<file path="src/rtl/select_reg_stack_if.sv">
// Request/status bundle between the control sequencer (master) and the
// select register with return stack (slave).
interface select_reg_stack_if #(
  parameter int WIDTH       = 12,
  parameter int NUM_SRC     = 4,
  parameter int STACK_DEPTH = 4
);
  localparam int CW = $clog2(STACK_DEPTH + 1);

  logic                     hold;
  logic [NUM_SRC-1:0]       src_load;
  logic [NUM_SRC*WIDTH-1:0] src_data;
  logic                     inc_en;
  logic                     dec_en;
  logic                     push_en;
  logic                     pop_en;
  logic                     err_clear;
  logic [WIDTH-1:0]         reg_select_value;
  logic                     select_changed;
  logic [CW-1:0]            stack_count;
  logic                     stack_full;
  logic                     stack_empty;
  logic                     overflow_err;
  logic                     underflow_err;

  modport master (
    output hold, src_load, src_data, inc_en, dec_en, push_en, pop_en, err_clear,
    input  reg_select_value, select_changed, stack_count, stack_full, stack_empty,
           overflow_err, underflow_err
  );

  modport slave (
    input  hold, src_load, src_data, inc_en, dec_en, push_en, pop_en, err_clear,
    output reg_select_value, select_changed, stack_count, stack_full, stack_empty,
           overflow_err, underflow_err
  );
endinterface

</file>
<file path="src/rtl/select_reg_stack.sv">
// Select/address register with prioritised source load, inc/dec and a LIFO
// return stack for call/return style save and restore.
module select_reg_stack #(
  parameter int WIDTH       = 12,
  parameter int NUM_SRC     = 4,
  parameter int STACK_DEPTH = 4,
  parameter int STEP        = 1
) (
  input logic               clk,
  input logic               resetn,
  select_reg_stack_if.slave bus
);
  localparam int CW = $clog2(STACK_DEPTH + 1);
  localparam int IW = (STACK_DEPTH > 1) ? $clog2(STACK_DEPTH) : 1;

  logic [WIDTH-1:0]                  sel_q, sel_d, top, src_val;
  logic [STACK_DEPTH-1:0][WIDTH-1:0] stack_q;
  logic [CW-1:0]                     count_q;
  logic                              changed_q, ovf_q, unf_q;
  logic                              empty, full, src_hit;
  logic                              do_pop, do_swap, do_push, ovf_set, unf_set;
  logic [IW-1:0]                     top_idx, push_idx;

  assign empty    = (count_q == '0);
  assign full     = (count_q == CW'(STACK_DEPTH));
  assign top_idx  = IW'(count_q - CW'(1));
  assign push_idx = IW'(count_q);
  assign top      = stack_q[top_idx];

  // Walk from the highest index down so the lowest set source wins.
  always_comb begin
    src_hit = 1'b0;
    src_val = '0;
    for (int i = NUM_SRC - 1; i >= 0; i--) begin
      if (bus.src_load[i]) begin
        src_hit = 1'b1;
        src_val = bus.src_data[i*WIDTH +: WIDTH];
      end
    end
  end

  always_comb begin
    do_pop  = bus.pop_en & ~empty & ~bus.push_en;
    do_swap = bus.pop_en & bus.push_en & ~empty;
    // A push alongside a failed pop (empty stack) still lands.
    do_push = bus.push_en & ~full & (~bus.pop_en | empty);
    ovf_set = bus.push_en & ~bus.pop_en & full;
    unf_set = bus.pop_en & empty;

    sel_d = sel_q;
    if (do_pop | do_swap)              sel_d = top;
    else if (src_hit)                  sel_d = src_val;
    else if (bus.inc_en & ~bus.dec_en) sel_d = sel_q + WIDTH'(STEP);
    else if (bus.dec_en & ~bus.inc_en) sel_d = sel_q - WIDTH'(STEP);
  end

  always_ff @(posedge clk) begin
    if (!resetn) begin
      sel_q     <= '0;
      stack_q   <= '0;
      count_q   <= '0;
      changed_q <= 1'b0;
      ovf_q     <= 1'b0;
      unf_q     <= 1'b0;
    end else begin
      if (bus.err_clear) begin
        ovf_q <= 1'b0;
        unf_q <= 1'b0;
      end
      if (bus.hold) begin
        changed_q <= 1'b0;
      end else begin
        sel_q     <= sel_d;
        changed_q <= (sel_d != sel_q);
        // Later assignment lets a new error beat a same-cycle clear.
        if (ovf_set) ovf_q <= 1'b1;
        if (unf_set) unf_q <= 1'b1;
        if (do_swap)      stack_q[top_idx]  <= sel_q;
        else if (do_push) stack_q[push_idx] <= sel_q;
        if (do_pop)       count_q <= count_q - CW'(1);
        else if (do_push) count_q <= count_q + CW'(1);
      end
    end
  end

  assign bus.reg_select_value = sel_q;
  assign bus.select_changed   = changed_q;
  assign bus.stack_count      = count_q;
  assign bus.stack_full       = full;
  assign bus.stack_empty      = empty;
  assign bus.overflow_err     = ovf_q;
  assign bus.underflow_err    = unf_q;
endmodule

</file>
<file path="src/flat_wrapper.sv">
// flat-port wrapper written by rule: the top's interface ports become plain ports
module select_reg_stack_flat 
#(
  parameter int WIDTH       = 12,
  parameter int NUM_SRC     = 4,
  parameter int STACK_DEPTH = 4,
  parameter int STEP        = 1
)
  (clk, resetn, bus_hold, bus_src_load, bus_src_data, bus_inc_en, bus_dec_en, bus_push_en, bus_pop_en, bus_err_clear, bus_reg_select_value, bus_select_changed, bus_stack_count, bus_stack_full, bus_stack_empty, bus_overflow_err, bus_underflow_err);
  select_reg_stack_if #(.WIDTH(WIDTH), .NUM_SRC(NUM_SRC), .STACK_DEPTH(STACK_DEPTH)) bus_i ();
  input logic clk;
  input logic resetn;
  input wire logic [$bits(bus_i.hold)-1:0] bus_hold;
  input wire logic [$bits(bus_i.src_load)-1:0] bus_src_load;
  input wire logic [$bits(bus_i.src_data)-1:0] bus_src_data;
  input wire logic [$bits(bus_i.inc_en)-1:0] bus_inc_en;
  input wire logic [$bits(bus_i.dec_en)-1:0] bus_dec_en;
  input wire logic [$bits(bus_i.push_en)-1:0] bus_push_en;
  input wire logic [$bits(bus_i.pop_en)-1:0] bus_pop_en;
  input wire logic [$bits(bus_i.err_clear)-1:0] bus_err_clear;
  output wire logic [$bits(bus_i.reg_select_value)-1:0] bus_reg_select_value;
  output wire logic [$bits(bus_i.select_changed)-1:0] bus_select_changed;
  output wire logic [$bits(bus_i.stack_count)-1:0] bus_stack_count;
  output wire logic [$bits(bus_i.stack_full)-1:0] bus_stack_full;
  output wire logic [$bits(bus_i.stack_empty)-1:0] bus_stack_empty;
  output wire logic [$bits(bus_i.overflow_err)-1:0] bus_overflow_err;
  output wire logic [$bits(bus_i.underflow_err)-1:0] bus_underflow_err;
  assign bus_i.hold = bus_hold;
  assign bus_i.src_load = bus_src_load;
  assign bus_i.src_data = bus_src_data;
  assign bus_i.inc_en = bus_inc_en;
  assign bus_i.dec_en = bus_dec_en;
  assign bus_i.push_en = bus_push_en;
  assign bus_i.pop_en = bus_pop_en;
  assign bus_i.err_clear = bus_err_clear;
  assign bus_reg_select_value = bus_i.reg_select_value;
  assign bus_select_changed = bus_i.select_changed;
  assign bus_stack_count = bus_i.stack_count;
  assign bus_stack_full = bus_i.stack_full;
  assign bus_stack_empty = bus_i.stack_empty;
  assign bus_overflow_err = bus_i.overflow_err;
  assign bus_underflow_err = bus_i.underflow_err;
  select_reg_stack #(.WIDTH(WIDTH), .NUM_SRC(NUM_SRC), .STACK_DEPTH(STACK_DEPTH), .STEP(STEP)) u_core (.clk(clk), .resetn(resetn), .bus(bus_i));
endmodule
</file>
<file path="config.mk">
export PLATFORM = sky130hd
export DESIGN_NAME = select_reg_stack_flat
export DESIGN_NICKNAME = d
export VERILOG_FILES = /design/src/rtl/select_reg_stack_if.sv /design/src/rtl/select_reg_stack.sv /design/src/flat_wrapper.sv
export SDC_FILE = /design/constraint.sdc
export NUM_CORES = 1
export LEC_CHECK = 0
export ABC_AREA = 1
export BUFFER_PORTS_ARGS = -buffer_cell sky130_fd_sc_hd__buf_2
export CAP_MARGIN = 10
export CELL_PAD_IN_SITES_DETAIL_PLACEMENT = 0
export CELL_PAD_IN_SITES_GLOBAL_PLACEMENT = 1
export CORE_ASPECT_RATIO = 1.1
export CORE_MARGIN = 1.5
export CORE_UTILIZATION = 39
export CTS_CLUSTER_DIAMETER = 200
export DETAILED_ROUTE_END_ITERATION = 16
export PLACE_DENSITY_LB_ADDON = 0.3
export REMOVE_ABC_BUFFERS = 1
export SLEW_MARGIN = 10
export SYNTH_ARGS = -nofsm -noshare
export SYNTH_HDL_FRONTEND = slang
export SYNTH_SLANG_ARGS = --single-unit
</file>
<file path="constraint.sdc">
create_clock -name clk -period 2.6 [get_ports clk]
set_input_delay 0.26 -clock clk [delete_from_list [all_inputs] [get_ports clk]]
set_output_delay 0.26 -clock clk [all_outputs]
set_load 0.1 [all_outputs]
</file>
# Word level (Yosys, flattened, before mapping)
# Index checks and enable logic that the tools add are counted.
# W data, S select, Z words.
# word_totals
register_bits,66
latchBits,0
ram_bits,0
mem_bits_ro,0
output_inout_bits,20
word_cells,78
n_memories,0
# op_classes
add_sub_neg,4
mul,0
div_mod_pow,0
magnitude_cmp,4
eq_ne,2
shifts,0
n_mux,30
bitwise_logic,21
n_reduce_logical,8
# ops
operator,count
$mux W12,11
$bwmux W48,2
$mux W48,2
$demux W12 S2,2
$bmux W12 S2,1
$add A12 B1 Y12 const B,1
$ne A12 B12 Y1,1
$sub A12 B1 Y12 const B,1
$and A1 B1 Y1,11
$mux W1,10
$not A1 Y1,8
$lt A2 B3 Y1 const B,2
$mux W3,2
$ge A2 B1 Y1 const B,2
$reduce_and A2 Y1,2
$reduce_bool A2 Y1,2
$add A3 B1 Y3 const B,1
$eq A3 B3 Y1 const B,1
$logic_not A3 Y1,1
$sub A3 B1 Y3 const B,1
$logic_and A1 B1 Y1,2
$or A1 B1 Y1,2
$reduce_or A2 Y1,1

# Longest topological paths before layout
# depth
ltp_word,7
mapped_depth,18
depth_no_buf,17

# Worst setup path after synthesis
# No wires, ideal clock.
# synth_path
kind,flip-flop to flip-flop
start,register u_core.count_q[0] (netlist: u_core.bus.stack_count[0])
end,register u_core.count_q[2] (netlist: u_core.bus.stack_count[2])
arrival_ns,3.173
t_required_ns,2.523
path_slack_ns,-0.650
stages_incl_launch_ff,12
synth_period_minus_slack_ns,3.250
path_cell_list,dfxtp_1 buf_2 inv_2 buf_2 ha_1 nand2_1 inv_1 o21ai_0 nand3_1 a211oi_1 o21ai_0 a21oi_1
# synth_via
elab_chain_cells,6
elab_cells_between_ends,15
classes_between,add/sub (2); eq/ne (1); mux (2); bitwise (7); reduce/logical (3)
# synth_rtl
element,line_no,rtl
start: declaration,select_reg_stack.sv:18,logic [CW-1:0] count_q;
start signal: assignment,select_reg_stack.sv:80,if (do_pop) count_q <= count_q - CW'(1);
start signal: assignment,select_reg_stack.sv:81,else if (do_push) count_q <= count_q + CW'(1);
$eq A3 B3 Y1,select_reg_stack.sv:25,assign full = (count_q == CW'(STACK_DEPTH));
named net bus_stack_full,flat_wrapper.sv:24,output wire logic [$bits(bus_i.stack_full)-1:0] bus_stack_full;
$not A1 Y1,select_reg_stack.sv:46,do_push = bus.push_en & ~full & (~bus.pop_en | empty);
$and A1 B1 Y1 (2 in series),select_reg_stack.sv:46,
$reduce_bool A2 Y1 (no source line),n/a,
$reduce_and A2 Y1 (no source line),n/a,
# The timed path passes the listed nets, and every way through them passes these cells. The select of a mux whose other input is x is not followed.
# A chain may end at the register's enable or synchronous reset.

# Worst setup path after layout
# layout_path
start,register u_core.count_q[1] (netlist: u_core.bus.stack_count[1])
end,register u_core.stack_q[22] in the netlist's numbering
# layout_via
elab_chain_cells,7
elab_cells_between_ends,25
classes_between,add/sub (1); order compare (4); eq/ne (1); mux (8); bitwise (6); reduce/logical (5)
# layout_rtl
element,line_no,rtl
$sub A3 B1 Y3 (tied with other cells),select_reg_stack.sv:26,assign top_idx = IW'(count_q - CW'(1));
$lt A2 B3 Y1 (implied by the code) (tied with other cells),select_reg_stack.sv:78,if (do_swap) stack_q[top_idx] <= sel_q;
$logic_and A1 B1 Y1 (implied by the code) or $mux W12 (tied branches),"select_reg_stack.sv:78, select_reg_stack.sv:79",
$mux W12 (implied by the code) or $demux W12 S2 (tied branches),n/a,
$demux W12 S2 or $bwmux W48 (tied branches),n/a,
$bwmux W48 or $mux W48 (tied branches),"select_reg_stack.sv:78, select_reg_stack.sv:79",
$mux W48,select_reg_stack.sv:78,
end signal: indexed assignment,select_reg_stack.sv:78,
end signal: indexed assignment,select_reg_stack.sv:79,else if (do_push) stack_q[push_idx] <= sel_q;
end: declaration,select_reg_stack.sv:17,logic [STACK_DEPTH-1:0][WIDTH-1:0] stack_q;
# Several ways; a longest one is shown, not always the timed one. The select of a mux whose other input is x is not followed.

==> impl_results.md <==
* Fmax achieved at about 420 MHz
* Most frequently used flop master after synthesis: sky130_fd_sc_hd__dfxtp_1
* Crit. path cell count at 12
* CP Max Fanout at 24
* Total number of nets in the final design at approximately 800
* Number of synthesized flops with an enable pin at 0
* Vertical die dimension at ~110 um
* Count of vias placed by the detailed router at 4451
* Start of the worst register-to-register path: u_core.bus.stack_count[1]
* Cell at the root of the clock tree: sky130_fd_sc_hd__clkbuf_16
* Number of global-route vias before repair at approximately 3900
* Detailed-router iteration count before antenna repair at 5
* Total number of clock tree sinks at 66
* Biggest area consumer among synthesized cells: sky130_fd_sc_hd__dfxtp_1
* Critical Path Slowest Stage Cell: sky130_fd_sc_hd__dfxtp_1
* Clock-pin transition on the worst setup and hold timing paths at ~0.050 ns
* Number of buffers created by CTS at 9
* Global placer's final weighted congestion at 0.848
* Seq/Total Area, Yosys at 0.304
* Combined global-route utilization of all metal layers at 0.200
* Fraction of registers with async set or reset after synthesis at 0
* Total detailed-routing wirelength at about 12 mm
* Seq cells post-synth at 66
* Net Switching at 0.00112 W
* Number of levels the H-tree was split into at 3
* Slack of the worst reg-to-reg path at approximately 0.24 ns
* Clk pwr share at 0.370
* Setup slack of the critical path after layout at roughly 0.24 ns
* DRC violation count after routing at 0
* Post-Syn Area per Cell at between 6 and 7 um2
* I/O pins at 80
* Post-CTS Repair Setup Buffers at 0
* FF-to-FF path depth at 12
* Critical Path Source: u_core.bus.stack_count[1]
* Detailed-route vias per instance at approximately 5
* DR WL/cell at 13.2 um
* Number of hold violations in the final report at 0
* Ant. Diodes at 0
* Clock latency at the later pin of the worst-skew pair at ~0.33 ns
* Max_slew headroom at 0.423
* Die ar. at between 0.01 and 0.015 mm2
* Worst Hold Class: in -> reg
* Maximum number of pins on one net before global-route repair at 50
* Fraction of power consumed by sequential logic at 0.354
* Critical register-to-register path endpoint: u_core.stack_q[22]
* Area of the mapped netlist at between 0.004 and 0.005 mm2
* P&R area growth vs syn at 16.1%
* Port buffer count at 79
* Setup violations, final at 0
* Post-route standard cell area excluding fillers at slightly above 0.005 mm2
* Number of violations reported at the end of detailed-routing iteration 0 at ~190
* Share of the cycle needed by the critical path after routing at 0.907
* CTS tree: built
* Wire length of the first global-routing pass at 19.0 mm
* Skew final at about 0.008 ns
* Worst hold margin at just under 0.2 ns
* Status: finished, final reports clean
* Kind of critical path: reg -> reg
* Endpoint class of the critical path: register
* CP max stage delay at ~0.42 ns
* Crit path required time at 2.80 ns
* Ordered list of cells on the worst path: inv_1 -> ha_1 -> inv_2 -> nor2_4 -> nor2_8 -> inv_2 -> nor2_8 -> a21oi_1 -> o21ai_1 -> inv_1 -> o21ai_0 -> a21oi_1
* # Max-Cap Violations at 0
* Post-DP Area at 0.00474 mm2
* Leakage dissipation at 2.31 nW
* Combinational share of power at 0.276
* Estimated wirelength of the detail-placed design at about 8.8 mm
* Endpoint of the most critical setup path: u_core.stack_q[22]
* Largest cells by area after synthesis: sky130_fd_sc_hd__dfxtp_1 30%, sky130_fd_sc_hd__a21oi_1 13%, sky130_fd_sc_hd__nand2_1 13%
* Area share of the leading cell type in the synthesized netlist at 0.304
* Antenna violations before repair at 0
* P per Cell Area at roughly 640 mW/mm2
* Critical path arrival at 2.55 ns
* Multi-input logic area at 0.00248 mm2
* Number of warnings issued by yosys at 0
* Ratio of cells with drive above 1 in the final layout at 0.172
* Top Family by Delay on Critical Path: buffers and inverters
* Core Region at about 0.011 mm2
* Area taken by flip-flops and latches at between 0.001 and 0.0015 mm2
* Horizontal die dimension at slightly above 100 um
* Slew at the pin with the worst max-slew slack at 0.866 ns
* DP Worst Slack at 0.124 ns
* Initial Util at 0.399
* Time the final worst path needs with I/O delays and setup at approximately 2.4 ns
* Switching share of power at 0.347
* Crit path launch type: register
* Number of distinct standard cells referenced by the synthesized netlist at 33
* Max IR drop VDD at between 0.0002 and 0.0003 V
* Aggregate global routing overflow at 0
* Max Root-Sink Buffers at 2
* Synth Instances at 679
* Unrepaired setup endpoints after global routing: true
* Number of buffers and inverters on the critical path at 4
* Count of final max-slew check failures at 0
* Post-DRT Antenna Nets at 0
* Internal Dissipation at about 0.0021 W
* Row cnt at 40
* Number of inserted filler cells in the final layout at ~1200
==> worst min-delay path: stages <==
cell                      delay, ns
sky130_fd_sc_hd__buf_2         0.07
sky130_fd_sc_hd__inv_1         0.04
sky130_fd_sc_hd__nand2_1       0.05
sky130_fd_sc_hd__a21oi_1       0.06
==> cells in the mapped netlist, types with 6 or more instances <==
cell type and n:
sky130_fd_sc_hd__nand2_1 148, sky130_fd_sc_hd__a21oi_1 113, sky130_fd_sc_hd__o21ai_0 90, sky130_fd_sc_hd__inv_1 74
sky130_fd_sc_hd__dfxtp_1 66, sky130_fd_sc_hd__nand3_1 51, sky130_fd_sc_hd__nor2_1 35, sky130_fd_sc_hd__buf_2 14
sky130_fd_sc_hd__ha_1 10, sky130_fd_sc_hd__clkbuf_1 9, sky130_fd_sc_hd__o21ai_1 7, sky130_fd_sc_hd__o211ai_1 6
==> through the flow <==
stage	cells	power, W	setup TNS, ns	utilization
5_1_grt	891	0.00342	-0.0462	0.463
6_report	891	0.00324	0	0.463
4_1_cts	891	0.00326	0	0.461
3_3_place_gp	877	0.00204	0	0.434
2_1_floorplan	642	0.00179	-66.39	-
3_5_place_dp	877	0.00206	0	0.434
==> flip-flops by register name (all words and copies together) (netlist names) <==
signal	count
u_core.stack_q	48
u_core.bus.reg_select_value	12
u_core.bus.stack_count	3
u_core.bus.overflow_err	1
u_core.bus.select_changed	1
u_core.bus.underflow_err	1
==> layout make-up <==
type                            instances  area share
Multi-Input combinational cell        495       0.492
Sequential cell                        66       0.262
Timing Repair Buffer                   88      0.0917
Inverter                               81      0.0602
Clock buffer                           12      0.0508
Tap cell                              147      0.0364
Clock inverter                          2     0.00743
==> placed cells by master (no fill, tap or decap), types with 3 or more instances in the layout <==
master	count
sky130_fd_sc_hd__nor2_4	4
sky130_fd_sc_hd__nand2_1	148
sky130_fd_sc_hd__o21ai_0	90
sky130_fd_sc_hd__o21ai_1	7
sky130_fd_sc_hd__clkbuf_16	9
sky130_fd_sc_hd__nand3_1	51
sky130_fd_sc_hd__a22oi_1	3
sky130_fd_sc_hd__nor2_1	35
sky130_fd_sc_hd__inv_2	5
sky130_fd_sc_hd__a21oi_2	5
sky130_fd_sc_hd__dfxtp_1	66
sky130_fd_sc_hd__a31oi_1	3
sky130_fd_sc_hd__o211ai_1	6
sky130_fd_sc_hd__ha_1	10
sky130_fd_sc_hd__buf_2	79
sky130_fd_sc_hd__buf_4	9
sky130_fd_sc_hd__inv_1	74
sky130_fd_sc_hd__nor2_2	3
sky130_fd_sc_hd__a21oi_1	113
==> power groups by stage <==
stage / Sequential [W] / Combinational [W] / Clock [W]
floorplan: 0.00131 / 0.000478 / 0
global placement: 0.00117 / 0.000877 / 0
detailed placement: 0.00117 / 0.000888 / 0
CTS: 0.00115 / 0.000892 / 0.00122
global route: 0.00116 / 0.000993 / 0.00127
finish: 0.00115 / 0.000895 / 0.00120
==> logic make-up (layout without fill, tap and decap cells) <==
group / after synthesis / count (layout) / share of synthesized area
simple gates: 250 / 250 / 0.252
compound gates: 234 / 234 / 0.285
buf+inv: 118 / 183 / 0.129
flops: 66 / 66 / 0.304
fa+ha+maj: 10 / 10 / 0.0288
xor+xnor: 1 / 1 / 0.00201
==> repair_timing <==
| action | 4_1_cts | 5_1_grt |
|---|---|---|
| gates resized for setup | 0 | 2 |
| hold endpoints to repair | 0 | 0 |
| hold buffers | 0 | 0 |
| endpoints found under the setup margin | 0 | 24 |
==> worst min-delay path by stage <==
stage	slack, ns	depth (start not counted)	start	end
2_1_floorplan	0.39	2	bus_hold	u_core.bus.reg_select_value[0]
3_3_place_gp	0.43	2	u_core.stack_q[27]	u_core.stack_q[27]
3_5_place_dp	0.43	2	u_core.stack_q[27]	u_core.stack_q[27]
4_1_cts	0.18	4	bus_err_clear	u_core.bus.overflow_err
5_1_grt	0.22	4	bus_err_clear	u_core.bus.overflow_err
6_report	0.19	4	bus_err_clear	u_core.bus.overflow_err
==> layer usage <==
layer / GRT usage / part of all wire
met4: 0.0704 / 0.016
met5: 0 / 0
met2: 0.315 / 0.44
met3: 0.0411 / 0.048
met1: 0.271 / 0.49
(Power assumes the default switching activity.)
